===== config.mk =====
export PLATFORM = sky130hd
export DESIGN_NAME = change_dispenser
export DESIGN_NICKNAME = d
export VERILOG_FILES = /design/src/rtl/vending_pkg.sv /design/src/rtl/change_coin_select.sv /design/src/rtl/change_dispenser.sv
export SDC_FILE = /design/constraint.sdc
export NUM_CORES = 1
export LEC_CHECK = 0
export ABC_AREA = 1
export CORE_MARGIN = 1.5
export CORE_UTILIZATION = 60
export CTS_BUF_LIST = sky130_fd_sc_hd__clkbuf_2
export DETAILED_ROUTE_END_ITERATION = 10
export HOLD_SLACK_MARGIN = 0.05
export PLACE_DENSITY = 0.88
export SYNTH_ARGS = -nofsm -noshare
export SYNTH_HDL_FRONTEND = slang
export SYNTH_SLANG_ARGS = --single-unit

===== constraint.sdc =====
create_clock -name i_clk -period 4.1 [get_ports i_clk]
set_input_delay 0.82 -clock i_clk [delete_from_list [all_inputs] [get_ports i_clk]]
set_output_delay 0.82 -clock i_clk [all_outputs]
set_load 0.01 [all_outputs]

===== src/rtl/vending_pkg.sv =====
// rtl/vending_pkg.sv - coin codes, unit values and payout FSM states for the change dispenser
package vending_pkg;

  localparam int Q_UNITS = 5;
  localparam int D_UNITS = 2;
  localparam int N_UNITS = 1;

  typedef enum logic [1:0] {
    COIN_NONE = 2'b00,
    COIN_N    = 2'b01,
    COIN_D    = 2'b10,
    COIN_Q    = 2'b11
  } coin_e;

  typedef enum logic [1:0] {
    ST_IDLE,
    ST_SELECT,
    ST_OFFER,
    ST_FINISH
  } state_e;

  function automatic int unsigned coin_value(coin_e c);
    case (c)
      COIN_Q:  return Q_UNITS;
      COIN_D:  return D_UNITS;
      COIN_N:  return N_UNITS;
      default: return 0;
    endcase
  endfunction

endpackage


===== src/rtl/change_coin_select.sv =====
// rtl/change_coin_select.sv - greedy pick of the largest stocked coin that fits the remaining credit
module change_coin_select #(
  parameter int WIDTH = 5
) (
  input  logic [WIDTH-1:0] i_remaining,
  input  logic             i_quarter_empty,
  input  logic             i_dime_empty,
  input  logic             i_nickel_empty,
  output logic [1:0]       o_coin,
  output logic [WIDTH-1:0] o_value
);
  import vending_pkg::*;

  coin_e w_pick;

  // Requiring value <= remaining here is what keeps the payout subtraction from underflowing.
  always_comb begin
    w_pick = COIN_NONE;
    if (!i_quarter_empty && i_remaining >= WIDTH'(Q_UNITS))
      w_pick = COIN_Q;
    else if (!i_dime_empty && i_remaining >= WIDTH'(D_UNITS))
      w_pick = COIN_D;
    else if (!i_nickel_empty && i_remaining >= WIDTH'(N_UNITS))
      w_pick = COIN_N;
  end

  assign o_coin  = w_pick;
  assign o_value = WIDTH'(coin_value(w_pick));

endmodule


===== src/rtl/change_dispenser.sv =====
// rtl/change_dispenser.sv - pays out change one coin at a time over a valid/ack handshake
module change_dispenser #(
  parameter int WIDTH       = 5,
  parameter int ACK_TIMEOUT = 255
) (
  input  logic             i_clk,
  input  logic             i_reset,
  input  logic             i_load,
  input  logic [WIDTH-1:0] i_amount,
  input  logic             i_quarter_empty,
  input  logic             i_dime_empty,
  input  logic             i_nickel_empty,
  input  logic             i_coin_ack,
  output logic             o_coin_valid,
  output logic [1:0]       o_coin_type,
  output logic             o_busy,
  output logic             o_done,
  output logic             o_fault,
  output logic [WIDTH-1:0] o_remaining
);
  import vending_pkg::*;

  localparam int TW = $clog2(ACK_TIMEOUT + 1);

  state_e           r_state;
  logic [WIDTH-1:0] r_remaining;
  logic [WIDTH-1:0] r_coin_value;
  logic [1:0]       r_coin_type;
  logic [TW-1:0]    r_timer;
  logic             r_coin_valid;
  logic             r_busy;
  logic             r_done;
  logic             r_fault;

  logic [1:0]       w_coin;
  logic [WIDTH-1:0] w_value;

  change_coin_select #(.WIDTH(WIDTH)) u_select (
    .i_remaining    (r_remaining),
    .i_quarter_empty(i_quarter_empty),
    .i_dime_empty   (i_dime_empty),
    .i_nickel_empty (i_nickel_empty),
    .o_coin         (w_coin),
    .o_value        (w_value)
  );

  always_ff @(posedge i_clk) begin
    if (i_reset) begin
      r_state      <= ST_IDLE;
      r_remaining  <= '0;
      r_coin_value <= '0;
      r_coin_type  <= COIN_NONE;
      r_timer      <= '0;
      r_coin_valid <= 1'b0;
      r_busy       <= 1'b0;
      r_done       <= 1'b0;
      r_fault      <= 1'b0;
    end else begin
      r_done <= 1'b0;
      case (r_state)
        ST_IDLE: begin
          if (i_load) begin
            r_remaining <= i_amount;
            r_fault     <= 1'b0;
            if (i_amount == '0) begin
              r_state <= ST_FINISH;
              r_done  <= 1'b1;
            end else begin
              r_state <= ST_SELECT;
              r_busy  <= 1'b1;
            end
          end
        end
        ST_SELECT: begin
          r_timer <= '0;
          if (r_remaining == '0 || w_coin == COIN_NONE) begin
            r_fault     <= (r_remaining != '0);
            r_state     <= ST_FINISH;
            r_done      <= 1'b1;
            r_busy      <= 1'b0;
            r_coin_type <= COIN_NONE;
          end else begin
            r_coin_type  <= w_coin;
            r_coin_value <= w_value;
            r_coin_valid <= 1'b1;
            r_state      <= ST_OFFER;
          end
        end
        ST_OFFER: begin
          // An ack on the same edge the timeout expires still counts as delivered.
          if (i_coin_ack) begin
            r_remaining  <= r_remaining - r_coin_value;
            r_coin_valid <= 1'b0;
            r_state      <= ST_SELECT;
          end else if (r_timer == TW'(ACK_TIMEOUT - 1)) begin
            r_fault      <= 1'b1;
            r_coin_valid <= 1'b0;
            r_state      <= ST_FINISH;
            r_done       <= 1'b1;
            r_busy       <= 1'b0;
            r_coin_type  <= COIN_NONE;
          end else begin
            r_timer <= r_timer + 1'b1;
          end
        end
        ST_FINISH: r_state <= ST_IDLE;
        default:   r_state <= ST_IDLE;
      endcase
    end
  end

  assign o_coin_valid = r_coin_valid;
  assign o_coin_type  = r_coin_type;
  assign o_busy       = r_busy;
  assign o_done       = r_done;
  assign o_fault      = r_fault;
  assign o_remaining  = r_remaining;

endmodule


==> results of run 1 <==
[layer usage]
metal	GRT usage	vias to the layer above	share of wire
met2	0.407	19	0.45
met5	0	-	0
met3	0.0250	5	0.024
met1	0.349	631	0.52
met4	0.0641	0	0.0098
li1	-	740	-
[power groups by stage]
stage	logic [mW]	registers [mW]	clock network, mW
CTS	0.631	0.339	0.0944
detailed placement	0.628	0.345	0
finish	0.634	0.341	0.0913
global placement	0.617	0.343	0
global route	0.715	0.349	0.102
floorplan	0.436	0.353	0
[sequential cells by signal (all words and copies together), names as in the netlist]
register	count
o_coin_valid	1
o_fault	1
r_state	2
r_timer	8
o_done	1
o_remaining	5
o_coin_type	2
o_busy	1
r_coin_value	3
[stage by stage]
step | util | worst slack, ns | power (mW) | cells
finish | 0.737 | 1.90 | 1.07 | 266
global route | 0.737 | 1.82 | 1.17 | 266
CTS | 0.737 | 1.89 | 1.07 | 266
detailed placement | 0.729 | 1.77 | 0.972 | 262
global placement | 0.729 | 1.81 | 0.960 | 262
floorplan | - | 2.41 | 0.790 | 212
[worst paths after layout]
check                                        to  depth (start not counted)
worst max register to register       r_timer[2]                          8
worst min register to register  r_coin_value[0]                          2
worst min-delay path            r_coin_value[0]                          2
worst max-delay path             o_remaining[3]                          1
[placed cells by master (no fill, tap or decap), types with 2 or more instances in the layout]
| master | Yosys | routed |
|---|---|---|
| nand2_2 | 7 | 7 |
| or2_1 | 2 | 2 |
| nor2_1 | 19 | 19 |
| nand3_1 | 13 | 13 |
| o21bai_1 | 2 | 2 |
| o21ai_0 | 6 | 6 |
| o21ai_1 | 6 | 6 |
| inv_1 | 30 | 30 |
| nor2_2 | 3 | 3 |
| nand3_2 | 2 | 2 |
| a31oi_1 | 2 | 2 |
| a211oi_1 | 4 | 4 |
| a21oi_1 | 16 | 16 |
| xor2_1 | 2 | 2 |
| nand4_1 | 7 | 7 |
| ha_1 | 9 | 9 |
| nor2_8 | 2 | 2 |
| nand2_1 | 39 | 39 |
| clkdlybuf4s50_1 | 0 | 22 |
| dfxtp_1 | 24 | 24 |
| clkbuf_2 | 0 | 3 |
| a21oi_2 | 4 | 4 |
[cell type report]
cell class,instances,area [sq um]
clock buffer,3,15.0
clock inverter,1,3.75
fill,194,646
inverter,33,128
multi-input combinational,153,925
sequential,24,480
tap,30,37.5
timing repair buffer,22,220
[kinds of logic after synthesis]
kind of cell,count (synthesis),share of synthesized area
and+or+nand+nor,98,0.328
AOI/OAI and AO/OA,42,0.167
buffers and inverters,35,0.0922
DFF,24,0.310
adders and majority gates,10,0.0857
xor gates and xnor gates,3,0.0170
==> key figures, run 1 <==
Floorplan
  • # rows: 18
  • Die area: 0.00289 sq mm
  • Die W: 53.8 um
  • # IOs: 23
  • Initial core utilization: 0.630
  • Die Y: roughly 54 um
  • Core area: 0.00245 sq mm

Job
  • Max-cap check violation count: 0

Logic synthesis
  • Post-synthesis instance total: 212
  • Post-Syn Area per Cell: 7.30 sq um
  • Synth Flop Type: dfxtp_1
  • Area contributors post-synth: dfxtp_1 31%, nand2_1 9.5%, ha_1 7.3%
  • Ys Warns: 0
  • Syn Nets: 234
  • Yosys cell types: 33
  • Synth top area share: 0.310
  • Post-synth EDFFs: 0
  • Synth area leader: dfxtp_1
  • Synth Register Bits: 24
  • Top-count cell post-synth: nand2_1
  • Sequential area share after synthesis: 0.310
  • Area of the mapped netlist: 0.00155 sq mm
  • Synth top cells by count: 39 x nand2_1, 30 x inv_1, 24 x dfxtp_1, 19 x nor2_1, 16 x a21oi_1
  • Fraction of registers with async set/reset: 0

Detailed routing
  • Via-per-instance ratio: 5.24
  • DR WL/cell: 12.3 um
  • Initial drt markers: 29
  • Total Wirelength: roughly 3300 um
  • Vias post-DR: 1395
  • First-pass DRT Iterations: 4
  • Drt drc: 0
  • Post-route ant nets: 0

Layout
  • ANT cells: 0
  • Area delta synth->final: 16.9%
  • Design area: 0.00181 sq mm
  • Ratio of cells with drive above 1 in the final layout: 0.123
  • Nets@finish: between 200 and 300

Power
  • Combinational power share: 0.595
  • PD cells: 589 mW/mm^2
  • Switch share: 0.469
  • Worst VDD drop: 0.463 mV
  • Internal power: 0.567 mW
  • Sw Pwr: 0.500 mW
  • Clock power frac: 0.086
  • LEAKAGE: 0.795 nW
  • Reg power frac: 0.319

Global routing
  • Vias in the first global route: 1216
  • Global route overflow: 0
  • First-pass GRT wire length: 5260 um
  • Largest net degree at the start of global routing: 16
  • Total GRT Usage: 0.249
  • Initial antenna violation count: 0

Worst setup path
  • Top delay family on crit path: buffers and inverters
  • Setup crit start: o_remaining[3]
  • Worst path bufs/invs: 1
  • Crit-path max cell delay: 0.57 ns
  • Req. time, crit path: between 3 and 4 ns
  • CP Data Arrival Time: between 1 and 1.5 ns
  • CP Cell Sequence: clkdlybuf4s50_1
  • Slowest cell on crit path: clkdlybuf4s50_1
  • R2R Path Start: r_state[0]
  • Startpoint Class: flip-flop
  • Crit Path Class: flip-flop to output pin
  • Crit Path Max Fanout: 6
  • Reg-to-reg slack, setup: 2.16 ns
  • Critical Path Sink Type: output pin

STA
  • Final Slew Violations: 0
  • Hold WS: around 0.48 ns
  • Final min period: 2.20 ns
  • Endpoints failing setup: 0
  • Endpoints failing hold: 0
  • Clk_skew: between 0.01 and 0.015 ns
  • Max_slew headroom: 0.571
  • Fmax: 455 MHz
  • RSZ-0062 raised after global routing: false
  • Period utilization: 0.536
  • Setup TNS: 0 ns
  • Worst-margin pin slew: 0.641 ns

Placement
  • RePlAce Congestion: approximately 0.90
  • # port buffers: 22
  • Placed instance area: roughly 0.0018 sq mm
  • Post-DP HPWL: 2500 um

Clock tree
  • PostCTS Resize Cnt: 0
  • Number of setup buffers added after CTS: 0
  • TritonCTS Buffers: 3
  • CTS sink cnt: 24
  • CTS tree: yes
  • Clk_lat worst skew: 0.34 ns
  • Hold-fix buffers at CTS: 0
  • CTS clock-pin slew for the worst setup and hold paths: 0.23 ns
  • Root Driver: clkbuf_2
  • Bufs on Longest Clock Path: 2
  • Htree depth: 1

Worst hold path
  • Hold WC Path Type: flip-flop to flip-flop
  • Hold wc startpoint: r_coin_value[0]

Status
  • Status: finished clean
(Power assumes the default switching activity.)
==> inputs of run 2 (changes only) <==
--- a/config.mk
+++ b/config.mk
@@ -7,11 +7,11 @@
 export LEC_CHECK = 0
 export ABC_AREA = 1
 export CORE_MARGIN = 1.5
-export CORE_UTILIZATION = 60
+export CORE_UTILIZATION = 56
 export CTS_BUF_LIST = sky130_fd_sc_hd__clkbuf_2
 export DETAILED_ROUTE_END_ITERATION = 10
 export HOLD_SLACK_MARGIN = 0.05
-export PLACE_DENSITY = 0.88
+export PLACE_DENSITY = 0.83
 export SYNTH_ARGS = -nofsm -noshare
 export SYNTH_HDL_FRONTEND = slang
 export SYNTH_SLANG_ARGS = --single-unit
==> constraint.sdc (replaced) <==
create_clock -name i_clk -period 2.3 [get_ports i_clk]
set_input_delay 0.46 -clock i_clk [delete_from_list [all_inputs] [get_ports i_clk]]
set_output_delay 0.46 -clock i_clk [all_outputs]
set_load 0.01 [all_outputs]
==> key figures, run 2 (synthesized netlist as in run 1, its figures left out) <==
Worst setup path
  • CP Cell Sequence: clkdlybuf4s50_1 (unchanged)
  • R2R Path Start: o_remaining[0] (was r_state[0])
  • Startpoint Class: flip-flop (unchanged)
  • CP Data Arrival Time: 1.42 ns (was 1.38 ns)
  • Crit Path Max Fanout: 6 (unchanged)
  • Crit-path max cell delay: 0.57 ns (about the same)
  • Top delay family on crit path: buffers and inverters (unchanged)
  • Setup crit start: o_remaining[3] (unchanged)
  • Crit Path Class: flip-flop to output pin (unchanged)
  • Req. time, crit path: 1.84 ns (was 3.28 ns)
  • Worst path bufs/invs: 1 (unchanged)
  • Critical Path Sink Type: output pin (unchanged)
  • Slowest cell on crit path: clkdlybuf4s50_1 (unchanged)

Detailed routing
  • Post-route ant nets: 0 (unchanged)
  • Initial drt markers: 48 (was 29)
  • Via-per-instance ratio: 5.59 (was 5.24)
  • Total Wirelength: 3610 um (was 3260 um)
  • DR WL/cell: 13.5 um (was 12.3 um)
  • First-pass DRT Iterations: 4 (unchanged)
  • Drt drc: 0 (unchanged)
  • Vias post-DR: 1497 (was 1395)

Layout
  • ANT cells: 0 (unchanged)
  • Area delta synth->final: 17.9% (was 16.9%)
  • Biggest register: r_timer (unchanged)
  • Ratio of cells with drive above 1 in the final layout: 0.130 (was 0.123)
  • Max reg flops: 8 (unchanged)
  • Most common cell after layout, fill and taps aside: nand2_1 (unchanged)
  • Most frequent cells in the layout: 39 x nand2_1, 30 x inv_1, 24 x dfxtp_1, 22 x clkdlybuf4s50_1, 19 x nor2_1 (unchanged)
  • Nets@finish: 261 (was 259)

Global routing
  • First-pass GRT wire length: 6400 um (was 5260 um)
  • Largest net degree at the start of global routing: 15 (was 16)
  • Global route overflow: 0 (unchanged)
  • Total GRT Usage: 0.256 (was 0.249)
  • Vias in the first global route: 1440 (was 1216)
  • Initial antenna violation count: 0 (unchanged)

Power
  • Worst VDD drop: 0.757 mV (was 0.463 mV)
  • LEAKAGE: 0.805 nW (was 0.795 nW)
  • PD cells: 1060 mW/mm^2 (was 589 mW/mm^2)
  • Final Total Pwr: 1.94 mW (was 1.07 mW)

Worst hold path
  • Hold WC Path Type: flip-flop to flip-flop (unchanged)
  • Hold wc startpoint: r_coin_value[2] (was r_coin_value[0])

Floorplan
  • Initial core utilization: 0.608 (was 0.630)
  • Die W: 55.6 um (was 53.8 um)
  • # rows: 18 (unchanged)
  • Core area: 0.00254 sq mm (was 0.00245 sq mm)
  • # IOs: 23 (unchanged)
  • Die Y: 55.6 um (was 53.8 um)
  • Die area: 0.00309 sq mm (was 0.00289 sq mm)

Placement
  • Post-DP HPWL: 2790 um (was 2500 um)
  • # port buffers: 22 (unchanged)
  • RePlAce Congestion: 0.863 (was 0.904)
  • Pre-CTS setup slack: 0.506 ns (was 1.77 ns)

STA
  • Worst-margin pin slew: 0.315 ns (was 0.641 ns)
  • Period utilization: 0.815
  • Fmax: 533 MHz
  • Endpoints failing setup: 0 (unchanged)
  • Setup ws final: 0.424 ns (was 1.90 ns)
  • Final Slew Violations: 0 (unchanged)
  • Clk_skew: 0.0114 ns (was 0.0135 ns)
  • Max_slew headroom: 0.788 (was 0.571)
  • RSZ-0062 raised after global routing: false (unchanged)
  • Setup TNS: 0 ns (unchanged)
  • Endpoints failing hold: 0 (unchanged)
  • Final min period: 1.88 ns

Clock tree
  • Number of setup buffers added after CTS: 0 (unchanged)
  • Clk_lat worst skew: 0.36 ns (was 0.34 ns)
  • PostCTS Resize Cnt: 0 (unchanged)
  • Htree depth: 1 (unchanged)
  • CTS tree: yes (unchanged)
  • CTS sink cnt: 24 (unchanged)
  • TritonCTS Buffers: 3 (unchanged)
  • Root Driver: clkbuf_2 (unchanged)
  • Hold-fix buffers at CTS: 0 (unchanged)
  • Bufs on Longest Clock Path: 2 (unchanged)
  • CTS clock-pin slew for the worst setup and hold paths: 0.24 ns (was 0.23 ns)

Job
  • Max-cap check violation count: 0 (unchanged)

Status
  • Status: finished clean (unchanged)
[run 2: changes by cell type in the layout (fill, tap and decap cells not counted)]
cell	previous run	this run
buf_4	0	2
[run 2: final timing paths]
path	cells past startpoint	slack (ns)	end
max	1	0.42	o_remaining[3]
min	2	0.48	r_coin_value[2]
max reg2reg	8	0.52	o_remaining[4]
min reg2reg	2	0.48	r_coin_value[2]
[run 2: worst reg2reg max path: stages, from the launching register on]
cell and delay [ns]:
dfxtp_1 0.42, inv_1 0.08, ha_1 0.23, fa_1 0.38
or2_1 0.25, nand2_1 0.08, xnor2_1 0.12, o21ai_1 0.08
a21oi_1 0.11
[run 2: metal layers]
metal | track usage | wire (um)
met3 | 0.0605 | 173
met5 | 0 | 0
met2 | 0.434 | 1820
met1 | 0.325 | 1600
met4 | 0.0697 | 14
[run 2: layout make-up]
| type | count | area [sq um] |
|---|---|---|
| multi-input cells | 153 | 925 |
| fillers | 229 | 721 |
| flip-flops and latches | 24 | 480 |
| repair buffers | 24 | 235 |
| inverters | 33 | 128 |
| well taps | 30 | 37.5 |
| clock buffers | 3 | 15.0 |
| clock inverters | 1 | 3.75 |
[run 2: where the power goes]
part,leakage (nW),switching [mW],internal (mW),total (mW)
clock,0.0140,0.137,0.0378,0.175
sequential,0.196,0.0888,0.517,0.606
combinational,0.595,0.688,0.467,1.15
total,0.805,0.914,1.02,1.94
[run 2: per-stage QoR]
| step | cells | utilization | hold WS, ns | cell area [sq um] |
|---|---|---|---|---|
| 2_1_floorplan | 212 | - | 0.429 | 1550 |
| 3_3_place_gp | 264 | 0.709 | 0.454 | 1810 |
| 3_5_place_dp | 264 | 0.709 | 0.461 | 1810 |
| 4_1_cts | 268 | 0.717 | 0.488 | 1820 |
| 5_1_grt | 268 | 0.717 | 0.511 | 1820 |
| 6_report | 268 | 0.717 | 0.484 | 1820 |
